===== src/rtl/serial_sub4_if.sv =====
// Handshake and operand/result bundle for the bit-serial subtractor.
// The master drives the request side; the slave (the subtractor) drives results.
interface serial_sub4_if #(
    parameter int WIDTH = 4
);
    logic             start;
    logic [WIDTH-1:0] A;
    logic [WIDTH-1:0] B;
    logic             b_in;
    logic             ack;
    logic             ready;
    logic [WIDTH-1:0] D;
    logic             b_out;
    logic             ovf;
    logic             done;

    modport master (
        output start, A, B, b_in, ack,
        input  ready, D, b_out, ovf, done
    );

    modport slave (
        input  start, A, B, b_in, ack,
        output ready, D, b_out, ovf, done
    );
endinterface


===== src/rtl/serial_sub4.sv =====
// Bit-serial subtractor: computes A - B - b_in LSB first, one bit per clock,
// using a single borrow flip-flop. Three-state handshake IDLE -> RUN -> DONE,
// result held in DONE until acknowledged and kept afterwards until the next accept.
module serial_sub4 #(
    parameter int WIDTH = 4
) (
    input  logic       clk,
    input  logic       rst_n,
    serial_sub4_if.slave bus
);
    localparam int             CW   = $clog2(WIDTH + 1);
    localparam logic [CW-1:0]  LAST = CW'(WIDTH - 1);
    localparam logic [CW-1:0]  ONE  = CW'(1);

    typedef enum logic [1:0] {
        S_IDLE = 2'd0,
        S_RUN  = 2'd1,
        S_DONE = 2'd2
    } state_t;

    // Difference bit of a full subtractor stage.
    function automatic logic f_diff(input logic a, input logic b, input logic br);
        return a ^ b ^ br;
    endfunction

    // Borrow-out of a full subtractor stage.
    function automatic logic f_borrow(input logic a, input logic b, input logic br);
        return (~a & b) | (~(a ^ b) & br);
    endfunction

    state_t           r_state;
    state_t           w_state_nxt;
    logic [WIDTH-1:0] r_a;
    logic [WIDTH-1:0] r_b;
    logic             r_a_msb;
    logic             r_b_msb;
    logic             r_br;
    logic [CW-1:0]    r_cnt;
    logic [WIDTH-1:0] r_d;
    logic             r_bout;
    logic             r_ovf;
    logic             r_ready;
    logic             r_done;
    logic             w_last;
    logic             w_d_bit;
    logic             w_br_nxt;

    // Current-bit arithmetic on the operand LSBs and the stored borrow.
    always_comb begin
        w_d_bit  = f_diff(r_a[0], r_b[0], r_br);
        w_br_nxt = f_borrow(r_a[0], r_b[0], r_br);
        w_last   = (r_cnt == LAST);
    end

    // Next-state logic; start is only seen in IDLE and ack only in DONE.
    always_comb begin
        w_state_nxt = r_state;
        case (r_state)
            S_IDLE: begin
                if (bus.start) w_state_nxt = S_RUN;
                else           w_state_nxt = S_IDLE;
            end
            S_RUN: begin
                if (w_last) w_state_nxt = S_DONE;
                else        w_state_nxt = S_RUN;
            end
            S_DONE: begin
                if (bus.ack) w_state_nxt = S_IDLE;
                else         w_state_nxt = S_DONE;
            end
            default: w_state_nxt = S_IDLE;
        endcase
    end

    // State register with registered ready/done decoded from the next state.
    always_ff @(posedge clk) begin
        if (!rst_n) begin
            r_state <= S_IDLE;
            r_ready <= 1'b1;
            r_done  <= 1'b0;
        end else begin
            r_state <= w_state_nxt;
            r_ready <= (w_state_nxt == S_IDLE);
            r_done  <= (w_state_nxt == S_DONE);
        end
    end

    // Operand capture, serial shift of result bits and final flag update.
    always_ff @(posedge clk) begin
        if (!rst_n) begin
            r_a     <= '0;
            r_b     <= '0;
            r_a_msb <= 1'b0;
            r_b_msb <= 1'b0;
            r_br    <= 1'b0;
            r_cnt   <= '0;
            r_d     <= '0;
            r_bout  <= 1'b0;
            r_ovf   <= 1'b0;
        end else begin
            case (r_state)
                S_IDLE: begin
                    if (bus.start) begin
                        r_a     <= bus.A;
                        r_b     <= bus.B;
                        r_a_msb <= bus.A[WIDTH-1];
                        r_b_msb <= bus.B[WIDTH-1];
                        r_br    <= bus.b_in;
                        r_cnt   <= '0;
                    end else begin
                        r_cnt   <= r_cnt;
                    end
                end
                S_RUN: begin
                    r_d   <= {w_d_bit, r_d[WIDTH-1:1]};
                    r_a   <= {1'b0, r_a[WIDTH-1:1]};
                    r_b   <= {1'b0, r_b[WIDTH-1:1]};
                    r_br  <= w_br_nxt;
                    r_cnt <= r_cnt + ONE;
                    // The bit produced on the last edge is the result MSB.
                    if (w_last) begin
                        r_bout <= w_br_nxt;
                        r_ovf  <= (r_a_msb != r_b_msb) && (w_d_bit != r_a_msb);
                    end else begin
                        r_bout <= r_bout;
                    end
                end
                S_DONE: begin
                    r_cnt <= r_cnt;
                end
                default: begin
                    r_cnt <= '0;
                end
            endcase
        end
    end

    assign bus.ready = r_ready;
    assign bus.done  = r_done;
    assign bus.D     = r_d;
    assign bus.b_out = r_bout;
    assign bus.ovf   = r_ovf;
endmodule

===== src/flat_wrapper.sv =====
// flat-port wrapper written by rule: the top's interface ports become plain ports
module serial_sub4_flat 
#(
    parameter int WIDTH = 4
)
  (clk, rst_n, bus_start, bus_A, bus_B, bus_b_in, bus_ack, bus_ready, bus_D, bus_b_out, bus_ovf, bus_done);
  serial_sub4_if #(.WIDTH(WIDTH)) bus_i ();
  input  logic clk;
  input  logic rst_n;
  input wire logic [$bits(bus_i.start)-1:0] bus_start;
  input wire logic [$bits(bus_i.A)-1:0] bus_A;
  input wire logic [$bits(bus_i.B)-1:0] bus_B;
  input wire logic [$bits(bus_i.b_in)-1:0] bus_b_in;
  input wire logic [$bits(bus_i.ack)-1:0] bus_ack;
  output wire logic [$bits(bus_i.ready)-1:0] bus_ready;
  output wire logic [$bits(bus_i.D)-1:0] bus_D;
  output wire logic [$bits(bus_i.b_out)-1:0] bus_b_out;
  output wire logic [$bits(bus_i.ovf)-1:0] bus_ovf;
  output wire logic [$bits(bus_i.done)-1:0] bus_done;
  assign bus_i.start = bus_start;
  assign bus_i.A = bus_A;
  assign bus_i.B = bus_B;
  assign bus_i.b_in = bus_b_in;
  assign bus_i.ack = bus_ack;
  assign bus_ready = bus_i.ready;
  assign bus_D = bus_i.D;
  assign bus_b_out = bus_i.b_out;
  assign bus_ovf = bus_i.ovf;
  assign bus_done = bus_i.done;
  serial_sub4 #(.WIDTH(WIDTH)) u_core (.clk(clk), .rst_n(rst_n), .bus(bus_i));
endmodule

===== config.mk =====
export PLATFORM = sky130hd
export DESIGN_NAME = serial_sub4_flat
export DESIGN_NICKNAME = d
export VERILOG_FILES = /design/src/rtl/serial_sub4_if.sv /design/src/rtl/serial_sub4.sv /design/src/flat_wrapper.sv
export SDC_FILE = /design/constraint.sdc
export NUM_CORES = 1
export LEC_CHECK = 0
export CORE_AREA = 3 3 45 47
export CTS_CLUSTER_SIZE = 8
export DETAILED_ROUTE_END_ITERATION = 10
export DIE_AREA = 0 0 48 50
export DONT_BUFFER_PORTS = 1
export GPL_ROUTABILITY_DRIVEN = 1
export HOLD_SLACK_MARGIN = 0.06
export PLACE_DENSITY = 0.77
export SKIP_CTS_REPAIR_TIMING = 1
export SYNTH_ARGS = -nofsm -noshare
export SYNTH_HDL_FRONTEND = slang
export SYNTH_SLANG_ARGS = --single-unit
export TNS_END_PERCENT = 50

===== constraint.sdc =====
create_clock -name clk -period 3.5 [get_ports clk]
set_input_delay 0.175 -clock clk [delete_from_list [all_inputs] [get_ports clk]]
set_output_delay 0.175 -clock clk [all_outputs]
set_load 0.02 [all_outputs]

==> impl_table.tex, run 1 <==
\begin{tabular}{lr}
\hline
Metric & Value \\
\hline
\multicolumn{2}{l}{\textbf{Finish}} \\
Ratio of cells with drive above 1 in the final layout & 0.09910 \\
Fill cells & 145 \\
Leading cell type in the layout, fill and taps excluded & sky130\_fd\_sc\_hd\_\_dfxtp\_1 \\
Commonest non-fill, non-tap cells in the layout & sky130\_fd\_sc\_hd\_\_dfxtp\_1, sky130\_fd\_sc\_hd\_\_nand2\_1, sky130\_fd\_sc\_hd\_\_nor2\_1, sky130\_fd\_sc\_hd\_\_a21boi\_0, sky130\_fd\_sc\_hd\_\_inv\_1 \\
Nets & about 130 \\
Final instance area & 1081 um2 \\
Growth of design area from synthesis to finish & 3.226\% \\
Final Non-Filler Cells & around 130 \\
N\_diodes & 0 \\
\multicolumn{2}{l}{\textbf{STA}} \\
Max\_slew headroom & 0.4926 \\
Unrepaired setup endpoints after global routing & no \\
Share of the clock period used by the worst path after layout & 0.4515 \\
Worst hold slack after final layout & between 0.03 and 0.04 ns \\
Worst setup skew after layout & 0.001562 ns \\
Maximum operating frequency & 0.6329 GHz \\
Setup-failing EPs final & 0 \\
Number of endpoints with negative hold slack in the final report & 0 \\
Final Critical Period & 1.580 ns \\
Final number of max-transition violations & 0 \\
Total negative slack for setup checks & 0 ns \\
Worst slew pin tran & 0.7585 ns \\
\multicolumn{2}{l}{\textbf{Critical path}} \\
Cells along the critical path & inv\_1, fa\_1, or3b\_2, a31oi\_1 \\
Largest fanout of any net on the critical path & 3 \\
CP arrival & 1.82 ns \\
CP startpoint kind & flop \\
Element type at the critical path end & flop \\
Worst path required time & 3.74 ns \\
Kind of critical path & reg2reg \\
Largest stage delay on the critical path & 0.52 ns \\
Highest-delay cell along the critical path & sky130\_fd\_sc\_hd\_\_fa\_1 \\
\multicolumn{2}{l}{\textbf{Pwr}} \\
Total power density per cell area & 463.8 nW/um2 \\
Overall power & 501.3 uW \\
Lkg Pwr & between 0.0004 and 0.0005 uW \\
Worst VDD drop & 0.0002758 V \\
\multicolumn{2}{l}{\textbf{Detailed routing}} \\
1st-pass router iterations & 4 \\
DRT antenna net count & 0 \\
Routed wire per std cell & 15.05 um \\
DRC & 0 \\
DRC marker count from the first detailed-route iteration & 17 \\
Vias & 740 \\
Aggregate routed wire length & between 1500 and 2000 um \\
DR vias/cell & roughly 5.8 \\
\multicolumn{2}{l}{\textbf{Global routing}} \\
Total congestion overflow after global routing & 0 \\
Via count of the first global-routing pass & 715 \\
Initial antenna violation count & 0 \\
Maximum number of pins on one net before global-route repair & 24 \\
Combined global-route utilization of all metal layers & 0.1803 \\
Wire length of the first global-routing pass & 3139 um \\
\multicolumn{2}{l}{\textbf{Clock network}} \\
Insertion delay to the later sink of the worst-skew pair & about 0.30 ns \\
TritonCTS sink count & 24 \\
TritonCTS Buffers & 3 \\
Clock transition at the register clock pins on the worst setup and hold paths after CTS & 0.12 ns \\
H-Tree Depth & 1 \\
CTS tree & built \\
Maximum root-to-sink buffer count & 2 \\
Clk Tree Root Cell & sky130\_fd\_sc\_hd\_\_clkbuf\_4 \\
\multicolumn{2}{l}{\textbf{Logic synthesis}} \\
Yosys synthesis warning count & 0 \\
Seq/Total Area, Yosys & 0.4588 \\
Mapped Cells & 112 \\
\#FFs+latches synth & 24 \\
Post-Synthesis Cell Area & 1047 um2 \\
Synth Net Count & 128 \\
Per-instance average area after synthesis & 9.350 um2 \\
Number of different library cells in the post-synthesis netlist & 31 \\
\multicolumn{2}{l}{\textbf{Placement}} \\
Instance count after placement with tap cells included & 122 \\
Gp weighted congestion & $\sim$0.79 \\
I/O Buffers & 0 \\
Placed wire-length estimate after detailed placement & 1460 um \\
Total placed instance area & approximately 1000 um2 \\
\multicolumn{2}{l}{\textbf{Floorplan}} \\
Die extent in y & 50 um \\
Starting Density & 0.6200 \\
Full die area & 2400 um2 \\
Top-Level Pins & 21 \\
Die outline width & approximately 48 um \\
Core box area & 1689 um2 \\
Standard-cell rows & 15 \\
\multicolumn{2}{l}{\textbf{Hold path}} \\
Class of the most critical hold timing path & in2reg \\
\multicolumn{2}{l}{\textbf{Run}} \\
Max-Cap Viols & 0 \\
\multicolumn{2}{l}{\textbf{Run status}} \\
Result of the run & finished clean \\
\hline
\end{tabular}
## final timing paths
path | startpoint | to | slack [ns] | cells past startpoint
max | u_core.r_b[0]$_SDFFE_PN0P_ | u_core.bus.ovf$_SDFFE_PN0P_ | 1.92 | 4
min | bus_A[3] | u_core.r_a_msb$_SDFFE_PN0P_ | 0.04 | 2
max reg2reg | u_core.r_b[0]$_SDFFE_PN0P_ | u_core.bus.ovf$_SDFFE_PN0P_ | 1.92 | 4
min reg2reg | u_core.r_b[2]$_SDFFE_PN0P_ | u_core.r_b[2]$_SDFFE_PN0P_ | 0.50 | 2
## per-stage QoR
stage,utilization,worst slack (ns)
final,0.6400,1.920
after global routing,0.6400,1.871
after CTS,0.6281,1.912
after detailed placement,0.6067,1.927
after global placement,0.6067,1.994
after floorplan,-,2.007
## critical path: cells and delay by family, from the launching register on
kind | cells | cell delay [ns]
adder cells (fa/ha/maj) | 1 | 0.52
buffers and inverters | 1 | 0.06
AND/OR/NAND/NOR | 1 | 0.46
flip-flops | 1 | 0.33
AO/OA/AOI/OAI | 1 | 0.16
## layer usage
| layer | share of wire | track usage | routed length (um) |
|---|---|---|---|
| met5 | 0 | 0 | 0 |
| met4 | 0.0078 | 0.05381 | 15 |
| met3 | 0.029 | 0.03650 | 56 |
| met2 | 0.52 | 0.3018 | 1004 |
| met1 | 0.44 | 0.2225 | 851 |
## final cells by class
cell class	instances	area, um2	area share
clock buffers	4	36.28	0.03356
inverters	6	22.52	0.02083
multi-input cells	75	500.5	0.4630
flip-flops and latches	24	480.5	0.4444
well taps	17	21.27	0.01968
repair buffers	2	20.02	0.01852
## synthesized netlist by cell type
cell / n / area (um2)
sky130_fd_sc_hd__nor3b_1: 2 / 15.01
sky130_fd_sc_hd__nand2b_1: 5 / 31.28
sky130_fd_sc_hd__a21boi_0: 8 / 60.06
sky130_fd_sc_hd__a32o_1: 1 / 10.01
sky130_fd_sc_hd__a21oi_1: 5 / 25.02
sky130_fd_sc_hd__o21bai_1: 1 / 7.510
sky130_fd_sc_hd__o211a_1: 1 / 10.01
sky130_fd_sc_hd__inv_1: 6 / 22.52
sky130_fd_sc_hd__ha_1: 2 / 25.02
sky130_fd_sc_hd__and2b_1: 1 / 7.510
sky130_fd_sc_hd__nand2_1: 16 / 60.06
sky130_fd_sc_hd__dfxtp_1: 24 / 480.5
sky130_fd_sc_hd__and2_1: 1 / 6.260
sky130_fd_sc_hd__and3_1: 1 / 6.260
sky130_fd_sc_hd__fa_1: 1 / 20.02
sky130_fd_sc_hd__a31oi_1: 1 / 6.260
sky130_fd_sc_hd__clkbuf_1: 3 / 11.26
sky130_fd_sc_hd__o21ba_2: 1 / 10.01
sky130_fd_sc_hd__a32oi_1: 1 / 8.760
sky130_fd_sc_hd__or3b_1: 1 / 8.760
sky130_fd_sc_hd__nand3b_1: 1 / 7.510
sky130_fd_sc_hd__and3b_2: 1 / 10.01
sky130_fd_sc_hd__o21ai_0: 5 / 25.02
sky130_fd_sc_hd__buf_2: 2 / 10.01
sky130_fd_sc_hd__nor2b_1: 1 / 6.260
sky130_fd_sc_hd__o22ai_1: 2 / 12.51
sky130_fd_sc_hd__o21a_1: 3 / 22.52
sky130_fd_sc_hd__o221ai_2: 4 / 60.06
sky130_fd_sc_hd__or3b_2: 1 / 8.760
sky130_fd_sc_hd__buf_6: 2 / 22.52
sky130_fd_sc_hd__nor2_1: 8 / 30.03
## power by group
group          switching [uW]  internal, uW
combinational            33.0          24.5
clock                    76.8          63.4
sequential               15.0           289
total                     125           377
## flip-flops by register name, summed over array words and instances (netlist names)
| name | cells |
|---|---|
| u_core.bus.b_out | 1 |
| u_core.bus.done | 1 |
| u_core.r_b_msb | 1 |
| u_core.r_cnt | 3 |
| u_core.r_a_msb | 1 |
| u_core.r_br | 1 |
| u_core.r_state | 2 |
| u_core.r_b | 4 |
| u_core.bus.ready | 1 |
| u_core.bus.ovf | 1 |
| u_core.bus.D | 4 |
| u_core.r_a | 4 |
## cell families after synthesis
group	Yosys count	share of synthesized area
compound gates	33	0.2461
simple gates	39	0.1888
buf+inv	13	0.06332
fa+ha+maj	3	0.04301
flops	24	0.4588
(Power assumes the default switching activity.)
==> run 2: changes to the inputs <==
- ABC_AREA: not set -> 1
- CORE_AREA: 3 3 45 47 -> 3 3 48 50
- DIE_AREA: 0 0 48 50 -> 0 0 51 53
- PLACE_DENSITY: 0.77 -> 0.7
- clock period: 3.5 -> 1.4 ns (I/O delays scaled with it)
==> run 2 against run 1 <==
Net effect:
- the run now ends with negative hold slack left
- highest routed layer unchanged
- final area increased by 5.7%
- largest cell class is now registers
- core utilization decreased by 5.2 points
- register-to-register slack got worse by 1.8 ns
- worst setup slack got worse by 1.8 ns
- die area increased by 13%
==> impl_table.tex, run 2 <==
\begin{tabular}{lr}
\hline
Metric & Value \\
\hline
\multicolumn{2}{l}{\textbf{Detailed routing}} \\
DRC & 0 \\
1st-pass router iterations & 4 \\
Vias & 887 \\
DRT antenna net count & 0 \\
Routed wire per std cell & between 10 and 15 um \\
DRC marker count from the first detailed-route iteration & 14 \\
DR vias/cell & between 5 and 6 \\
Aggregate routed wire length & 2132 um \\
\multicolumn{2}{l}{\textbf{STA}} \\
Slack of the critical path & 0.08565 ns \\
Worst slew pin tran & 0.3573 ns \\
Share of the clock period used by the worst path after layout & 0.9388 \\
Max\_slew headroom & 0.7615 \\
Setup-failing EPs final & 0 \\
Worst setup skew after layout & 0.002453 ns \\
Maximum operating frequency & between 0.7 and 0.8 GHz \\
Final number of max-transition violations & 0 \\
Final Critical Period & between 1 and 1.5 ns \\
Number of endpoints with negative hold slack in the final report & 13 \\
Unrepaired setup endpoints after global routing & yes \\
Worst hold slack after final layout & -0.1738 ns \\
\multicolumn{2}{l}{\textbf{Placement}} \\
Worst-case setup slack after placement & roughly 0.12 ns \\
Placed wire-length estimate after detailed placement & roughly 1500 um \\
Instance count after placement with tap cells included & 168 \\
I/O Buffers & 0 \\
Gp weighted congestion & 0.7593 \\
\multicolumn{2}{l}{\textbf{Logic synthesis}} \\
Asr flop ratio synth & 0 \\
Seq/Total Area, Yosys & 0.4643 \\
Per-instance average area after synthesis & 7.236 um2 \\
Cell taking the most area after synthesis & sky130\_fd\_sc\_hd\_\_dfxtp\_1 \\
Post-synth top flop & sky130\_fd\_sc\_hd\_\_dfxtp\_1 \\
Top cell types by occurrence after synthesis & sky130\_fd\_sc\_hd\_\_nand2\_1, sky130\_fd\_sc\_hd\_\_nor2\_1, sky130\_fd\_sc\_hd\_\_dfxtp\_1 \\
Yosys synthesis warning count & 0 \\
Number of different library cells in the post-synthesis netlist & 18 \\
Most frequent cell after synthesis & sky130\_fd\_sc\_hd\_\_nand2\_1 \\
\#FFs+latches synth & 24 \\
Count of flip-flops with a built-in enable after synthesis & 0 \\
Synth Net Count & 159 \\
Synth top area cells & sky130\_fd\_sc\_hd\_\_dfxtp\_1, sky130\_fd\_sc\_hd\_\_nand2\_1, sky130\_fd\_sc\_hd\_\_nor2\_1 \\
Top-area cell type share of the netlist area & 0.4643 \\
Post-Synthesis Cell Area & about 1000 um2 \\
Mapped Cells & $\sim$140 \\
\multicolumn{2}{l}{\textbf{Finish}} \\
Fill cells & 190 \\
Commonest non-fill, non-tap cells in the layout & sky130\_fd\_sc\_hd\_\_nand2\_1, sky130\_fd\_sc\_hd\_\_nor2\_1, sky130\_fd\_sc\_hd\_\_dfxtp\_1 \\
Ratio of cells with drive above 1 in the final layout & 0.1007 \\
Growth of design area from synthesis to finish & 10.40\% \\
Final Non-Filler Cells & approximately 180 \\
Nets & 167 \\
N\_diodes & 0 \\
Leading cell type in the layout, fill and taps excluded & sky130\_fd\_sc\_hd\_\_nand2\_1 \\
Final Core Density & 0.5883 \\
\multicolumn{2}{l}{\textbf{Floorplan}} \\
Core box area & 1942 um2 \\
Top-Level Pins & 21 \\
Starting Density & 0.5329 \\
Full die area & 2703 um2 \\
Standard-cell rows & 16 \\
Die outline width & 51 um \\
Die extent in y & 53 um \\
\multicolumn{2}{l}{\textbf{Pwr}} \\
Worst VDD drop & 0.0006405 V \\
Portion of total power attributed to sequential cells & 0.623 \\
Total power density per cell area & between 1000 and 1500 nW/um2 \\
Lkg Pwr & 0.0005071 uW \\
Switching pwr & 335.2 uW \\
Design internal power & around 900 uW \\
Switching power as a share of total power & 0.2720 \\
Combinational fraction of design power & 0.139 \\
Fraction of power consumed by the clock network & 0.238 \\
\multicolumn{2}{l}{\textbf{Critical path}} \\
Largest fanout of any net on the critical path & 3 \\
Highest-delay cell along the critical path & sky130\_fd\_sc\_hd\_\_fa\_1 \\
Cell seen most often among critical-path stages & sky130\_fd\_sc\_hd\_\_nor2\_1 \\
Setup slack of the most critical reg-to-reg path & 0.09 ns \\
Critical path's top delay family & adder cells \\
Worst path required time & 1.66 ns \\
CP arrival & around 1.6 ns \\
Origin of the critical flop-to-flop path & u\_core.r\_br\$\_SDFFE\_PN0P\_ \\
Cells along the critical path & inv\_2, fa\_1, nand3\_1, o21ai\_1, nor2\_1, nor2\_1 \\
Critical register-to-register path endpoint & u\_core.bus.ovf\$\_SDFFE\_PN0P\_ \\
Largest stage delay on the critical path & 0.57 ns \\
Kind of critical path & reg2reg \\
CP startpoint kind & flop \\
Number of buffers and inverters on the critical path & 1 \\
Worst reg-to-reg path cell count & 6 \\
Element type at the critical path end & flop \\
\multicolumn{2}{l}{\textbf{Global routing}} \\
Via count of the first global-routing pass & 826 \\
Maximum number of pins on one net before global-route repair & 15 \\
Initial antenna violation count & 0 \\
Combined global-route utilization of all metal layers & 0.1718 \\
Total congestion overflow after global routing & 0 \\
Wire length of the first global-routing pass & 3470 um \\
\multicolumn{2}{l}{\textbf{Clock network}} \\
TritonCTS sink count & 24 \\
Clk Tree Root Cell & sky130\_fd\_sc\_hd\_\_clkbuf\_4 \\
TritonCTS Buffers & 3 \\
H-Tree Depth & 1 \\
Insertion delay to the later sink of the worst-skew pair & 0.31 ns \\
Clock transition at the register clock pins on the worst setup and hold paths after CTS & 0.12 ns \\
CTS tree & built \\
Maximum root-to-sink buffer count & 2 \\
\multicolumn{2}{l}{\textbf{Run status}} \\
Failing checks & negative hold slack \\
Result of the run & finished, violations left \\
\multicolumn{2}{l}{\textbf{Run}} \\
Max-Cap Viols & 0 \\
\multicolumn{2}{l}{\textbf{Hold path}} \\
Class of the most critical hold timing path & in2reg \\
Endpoint of the worst hold-timing path & u\_core.bus.ready\$\_SDFF\_PN1\_ \\
Cell depth of the worst hold path & 1 \\
Startpoint of the lowest-slack hold path & rst\_n \\
\hline
\end{tabular}
run 2: routing by layer:
metal,GRT usage,part of all wire
met4,0.06726,0.011
met2,0.3069,0.52
met3,0.03944,0.036
met5,0,0
met1,0.1969,0.43
run 2: cell families (layout without fill, tap and decap cells):
logic type / Yosys count / after routing / share of synthesized area
AND/OR/NAND/NOR: 79 / 79 / 0.3204
adder cells (fa/ha/maj): 3 / 3 / 0.04353
buffers and inverters: 18 / 24 / 0.07255
flip-flops: 24 / 24 / 0.4643
AO/OA/AOI/OAI: 19 / 19 / 0.09916
run 2: through the flow:
step                      setup TNS [ns]  total power (uW)  instance area [um2]
after detailed placement               0             937.0                 1070
final                                  0              1232                 1142
after CTS                              0              1219                 1092
after floorplan                        0             900.9                 1035
after global placement                 0             930.7                 1070
after global routing            -0.01789              1304                 1142
run 2: how the worst max path moves through the flow:
| stage | startpoint | endpoint | cells past startpoint |
|---|---|---|---|
| after detailed placement | u_core.r_b[0]$_SDFFE_PN0P_ | u_core.bus.ovf$_SDFFE_PN0P_ | 6 |
| after floorplan | u_core.r_b[0]$_SDFFE_PN0P_ | u_core.bus.ovf$_SDFFE_PN0P_ | 6 |
| final | u_core.r_br$_SDFFE_PN0P_ | u_core.bus.ovf$_SDFFE_PN0P_ | 6 |
| after global placement | u_core.r_b[0]$_SDFFE_PN0P_ | u_core.bus.ovf$_SDFFE_PN0P_ | 6 |
| after CTS | u_core.r_b[0]$_SDFFE_PN0P_ | u_core.bus.ovf$_SDFFE_PN0P_ | 6 |
| after global routing | u_core.r_br$_SDFFE_PN0P_ | u_core.bus.ovf$_SDFFE_PN0P_ | 6 |
run 2: cell type report:
cell class,count,area [um2],share of cell area
inverter,15,56.30,0.04929
timing repair buffer,6,67.56,0.05915
sequential,24,483.0,0.4228
clock buffer,3,22.52,0.01972
multi-input combinational,101,479.2,0.4195
tap,27,33.78,0.02957
run 2: power groups by stage:
stage	clock network, uW	logic [uW]	registers, uW
after floorplan	0	125	776
after global placement	0	150	781
after detailed placement	0	155	782
after CTS	296	156	767
after global routing	332	198	774
final	293	172	768
==> run 3: changes to the inputs <==
- CORE_AREA: 3 3 48 50 -> 3 3 46 48
- DIE_AREA: 0 0 51 53 -> 0 0 49 51
- PLACE_DENSITY: 0.7 -> 0.73
- clock period: 1.4 -> 1.41 ns (I/O delays scaled with it)
==> run 3 against run 2 <==
Net effect:
- the flow still finishes with violations (negative hold slack)
- global-route usage rose by 0.60 points
- via count fell by 3.2%
- sequential power fell by 0.7%
==> impl_table.tex, run 3 (synthesized netlist as in run 2, its figures left out) <==
\begin{tabular}{lr}
\hline
Metric & Value \\
\hline
\multicolumn{2}{l}{\textbf{Run status}} \\
Result of the run & finished, violations left \\
Failing checks & negative hold slack \\
\multicolumn{2}{l}{\textbf{STA}} \\
Setup-failing EPs final & 0 \\
Share of the clock period used by the worst path after layout & 0.9258 \\
Final Critical Period & around 1.3 ns \\
Final number of max-transition violations & 0 \\
Worst setup skew after layout & 0.002560 ns \\
Worst hold slack after final layout & -0.1823 ns \\
Max\_slew headroom & 0.7781 \\
Worst slew pin tran & 0.3325 ns \\
Unrepaired setup endpoints after global routing & yes \\
Number of endpoints with negative hold slack in the final report & 13 \\
Maximum operating frequency & between 0.7 and 0.8 GHz \\
\multicolumn{2}{l}{\textbf{Clock network}} \\
TritonCTS Buffers & 3 \\
Insertion delay to the later sink of the worst-skew pair & 0.31 ns \\
Clock transition at the register clock pins on the worst setup and hold paths after CTS & 0.12 ns \\
TritonCTS sink count & 24 \\
CTS tree & built \\
H-Tree Depth & 1 \\
Maximum root-to-sink buffer count & 2 \\
Clk Tree Root Cell & sky130\_fd\_sc\_hd\_\_clkbuf\_4 \\
\multicolumn{2}{l}{\textbf{Floorplan}} \\
Standard-cell rows & 15 \\
Top-Level Pins & 21 \\
Core box area & 1745 um2 \\
Full die area & 2499 um2 \\
Die extent in y & 51 um \\
Die outline width & 49 um \\
Starting Density & 0.5928 \\
\multicolumn{2}{l}{\textbf{Finish}} \\
Nets & 168 \\
Final instance area & $\sim$1200 um2 \\
Commonest non-fill, non-tap cells in the layout & sky130\_fd\_sc\_hd\_\_nand2\_1, sky130\_fd\_sc\_hd\_\_nor2\_1, sky130\_fd\_sc\_hd\_\_dfxtp\_1 \\
Ratio of cells with drive above 1 in the final layout & 0.09934 \\
Leading cell type in the layout, fill and taps excluded & sky130\_fd\_sc\_hd\_\_nand2\_1 \\
N\_diodes & 0 \\
Growth of design area from synthesis to finish & 12.70\% \\
Fill cells & 160 \\
Area occupied by multi-input gates & 479.2 um2 \\
Total area of sequential cells & 483.0 um2 \\
\multicolumn{2}{l}{\textbf{Hold path}} \\
Class of the most critical hold timing path & in2reg \\
Startpoint of the lowest-slack hold path & rst\_n \\
Endpoint of the worst hold-timing path & u\_core.bus.ready\$\_SDFF\_PN1\_ \\
Cell depth of the worst hold path & 1 \\
\multicolumn{2}{l}{\textbf{Detailed routing}} \\
DRC marker count from the first detailed-route iteration & 12 \\
Vias & about 860 \\
Routed wire per std cell & about 11 um \\
Aggregate routed wire length & around 2000 um \\
DR vias/cell & 4.881 \\
DRC & 0 \\
1st-pass router iterations & 4 \\
DRT antenna net count & 0 \\
\multicolumn{2}{l}{\textbf{Placement}} \\
Gp weighted congestion & 0.8247 \\
Total placed instance area & around 1100 um2 \\
Placed wire-length estimate after detailed placement & 1464 um \\
I/O Buffers & 0 \\
\multicolumn{2}{l}{\textbf{Critical path}} \\
Worst path required time & 1.66 ns \\
Kind of critical path & reg2reg \\
Critical register-to-register path endpoint & u\_core.bus.ovf\$\_SDFFE\_PN0P\_ \\
Setup slack of the most critical reg-to-reg path & 0.10 ns \\
Worst reg-to-reg path cell count & 6 \\
CP startpoint kind & flop \\
Element type at the critical path end & flop \\
Origin of the critical flop-to-flop path & u\_core.r\_br\$\_SDFFE\_PN0P\_ \\
Largest fanout of any net on the critical path & 3 \\
CP arrival & 1.56 ns \\
\multicolumn{2}{l}{\textbf{Global routing}} \\
Total congestion overflow after global routing & 0 \\
Maximum number of pins on one net before global-route repair & 15 \\
Initial antenna violation count & 0 \\
Via count of the first global-routing pass & 801 \\
Wire length of the first global-routing pass & 3305 um \\
Combined global-route utilization of all metal layers & 0.1778 \\
\multicolumn{2}{l}{\textbf{Pwr}} \\
Total power density per cell area & $\sim$1100 nW/um2 \\
Overall power & 1285 uW \\
Lkg Pwr & 0.0005170 uW \\
Worst VDD drop & about 0.00096 V \\
\multicolumn{2}{l}{\textbf{Run}} \\
Max-Cap Viols & 0 \\
\hline
\end{tabular}
[run 3: final cells by class]
type / instances / area share
Sequential cell: 24 / 0.4142
Multi-Input combinational cell: 101 / 0.4109
Timing Repair Buffer: 7 / 0.06867
Inverter: 15 / 0.04828
Clock buffer: 4 / 0.03112
Tap cell: 25 / 0.02682
[run 3: per-stage QoR]
| stage | TNS (ns) | std cells | setup WS (ns) | util | hold slack [ns] |
|---|---|---|---|---|---|
| after floorplan | 0 | 143 | 0.1923 | - | 0.1995 |
| after global placement | 0 | 166 | 0.1604 | 0.6115 | 0.1462 |
| after detailed placement | 0 | 166 | 0.1365 | 0.6115 | 0.1476 |
| after CTS | 0 | 170 | 0.1084 | 0.6323 | -0.1874 |
| after global routing | -0.02802 | 176 | -0.02802 | 0.6681 | -0.2041 |
| final | 0 | 176 | 0.1046 | 0.6681 | -0.1823 |
[run 3: critical path, stage by stage, from the launching register on]
cell and delay, ns:
sky130_fd_sc_hd__dfxtp_2 0.34, sky130_fd_sc_hd__inv_2 0.04, sky130_fd_sc_hd__fa_1 0.56, sky130_fd_sc_hd__nand3_1 0.07, sky130_fd_sc_hd__o21ai_1 0.07, sky130_fd_sc_hd__nor2_1 0.05, sky130_fd_sc_hd__nor2_1 0.12
[run 3: worst max path at each step]
stage / from / endpoint / slack [ns] / depth (start not counted)
global placement: u_core.r_b[0]$_SDFFE_PN0P_ / u_core.bus.ovf$_SDFFE_PN0P_ / 0.16 / 6
global route: u_core.r_br$_SDFFE_PN0P_ / u_core.bus.ovf$_SDFFE_PN0P_ / -0.03 / 6
CTS: u_core.r_b[0]$_SDFFE_PN0P_ / u_core.bus.ovf$_SDFFE_PN0P_ / 0.11 / 6
floorplan: u_core.r_b[0]$_SDFFE_PN0P_ / u_core.bus.ovf$_SDFFE_PN0P_ / 0.19 / 6
finish: u_core.r_br$_SDFFE_PN0P_ / u_core.bus.ovf$_SDFFE_PN0P_ / 0.10 / 6
detailed placement: u_core.r_b[0]$_SDFFE_PN0P_ / u_core.bus.ovf$_SDFFE_PN0P_ / 0.14 / 6
[run 3: power breakdown]
group	internal, uW	switching [uW]
combinational	70.6	95.6
sequential	721	41.9
clock	158	198
[run 3: routing by layer]
layer  track usage  vias up  wire length [um]
met5             0        -                 0
met1        0.1916      379               872
met2        0.3167       17              1001
li1              -      458                 -
met3       0.03790        5                80
met4        0.1137        0                48
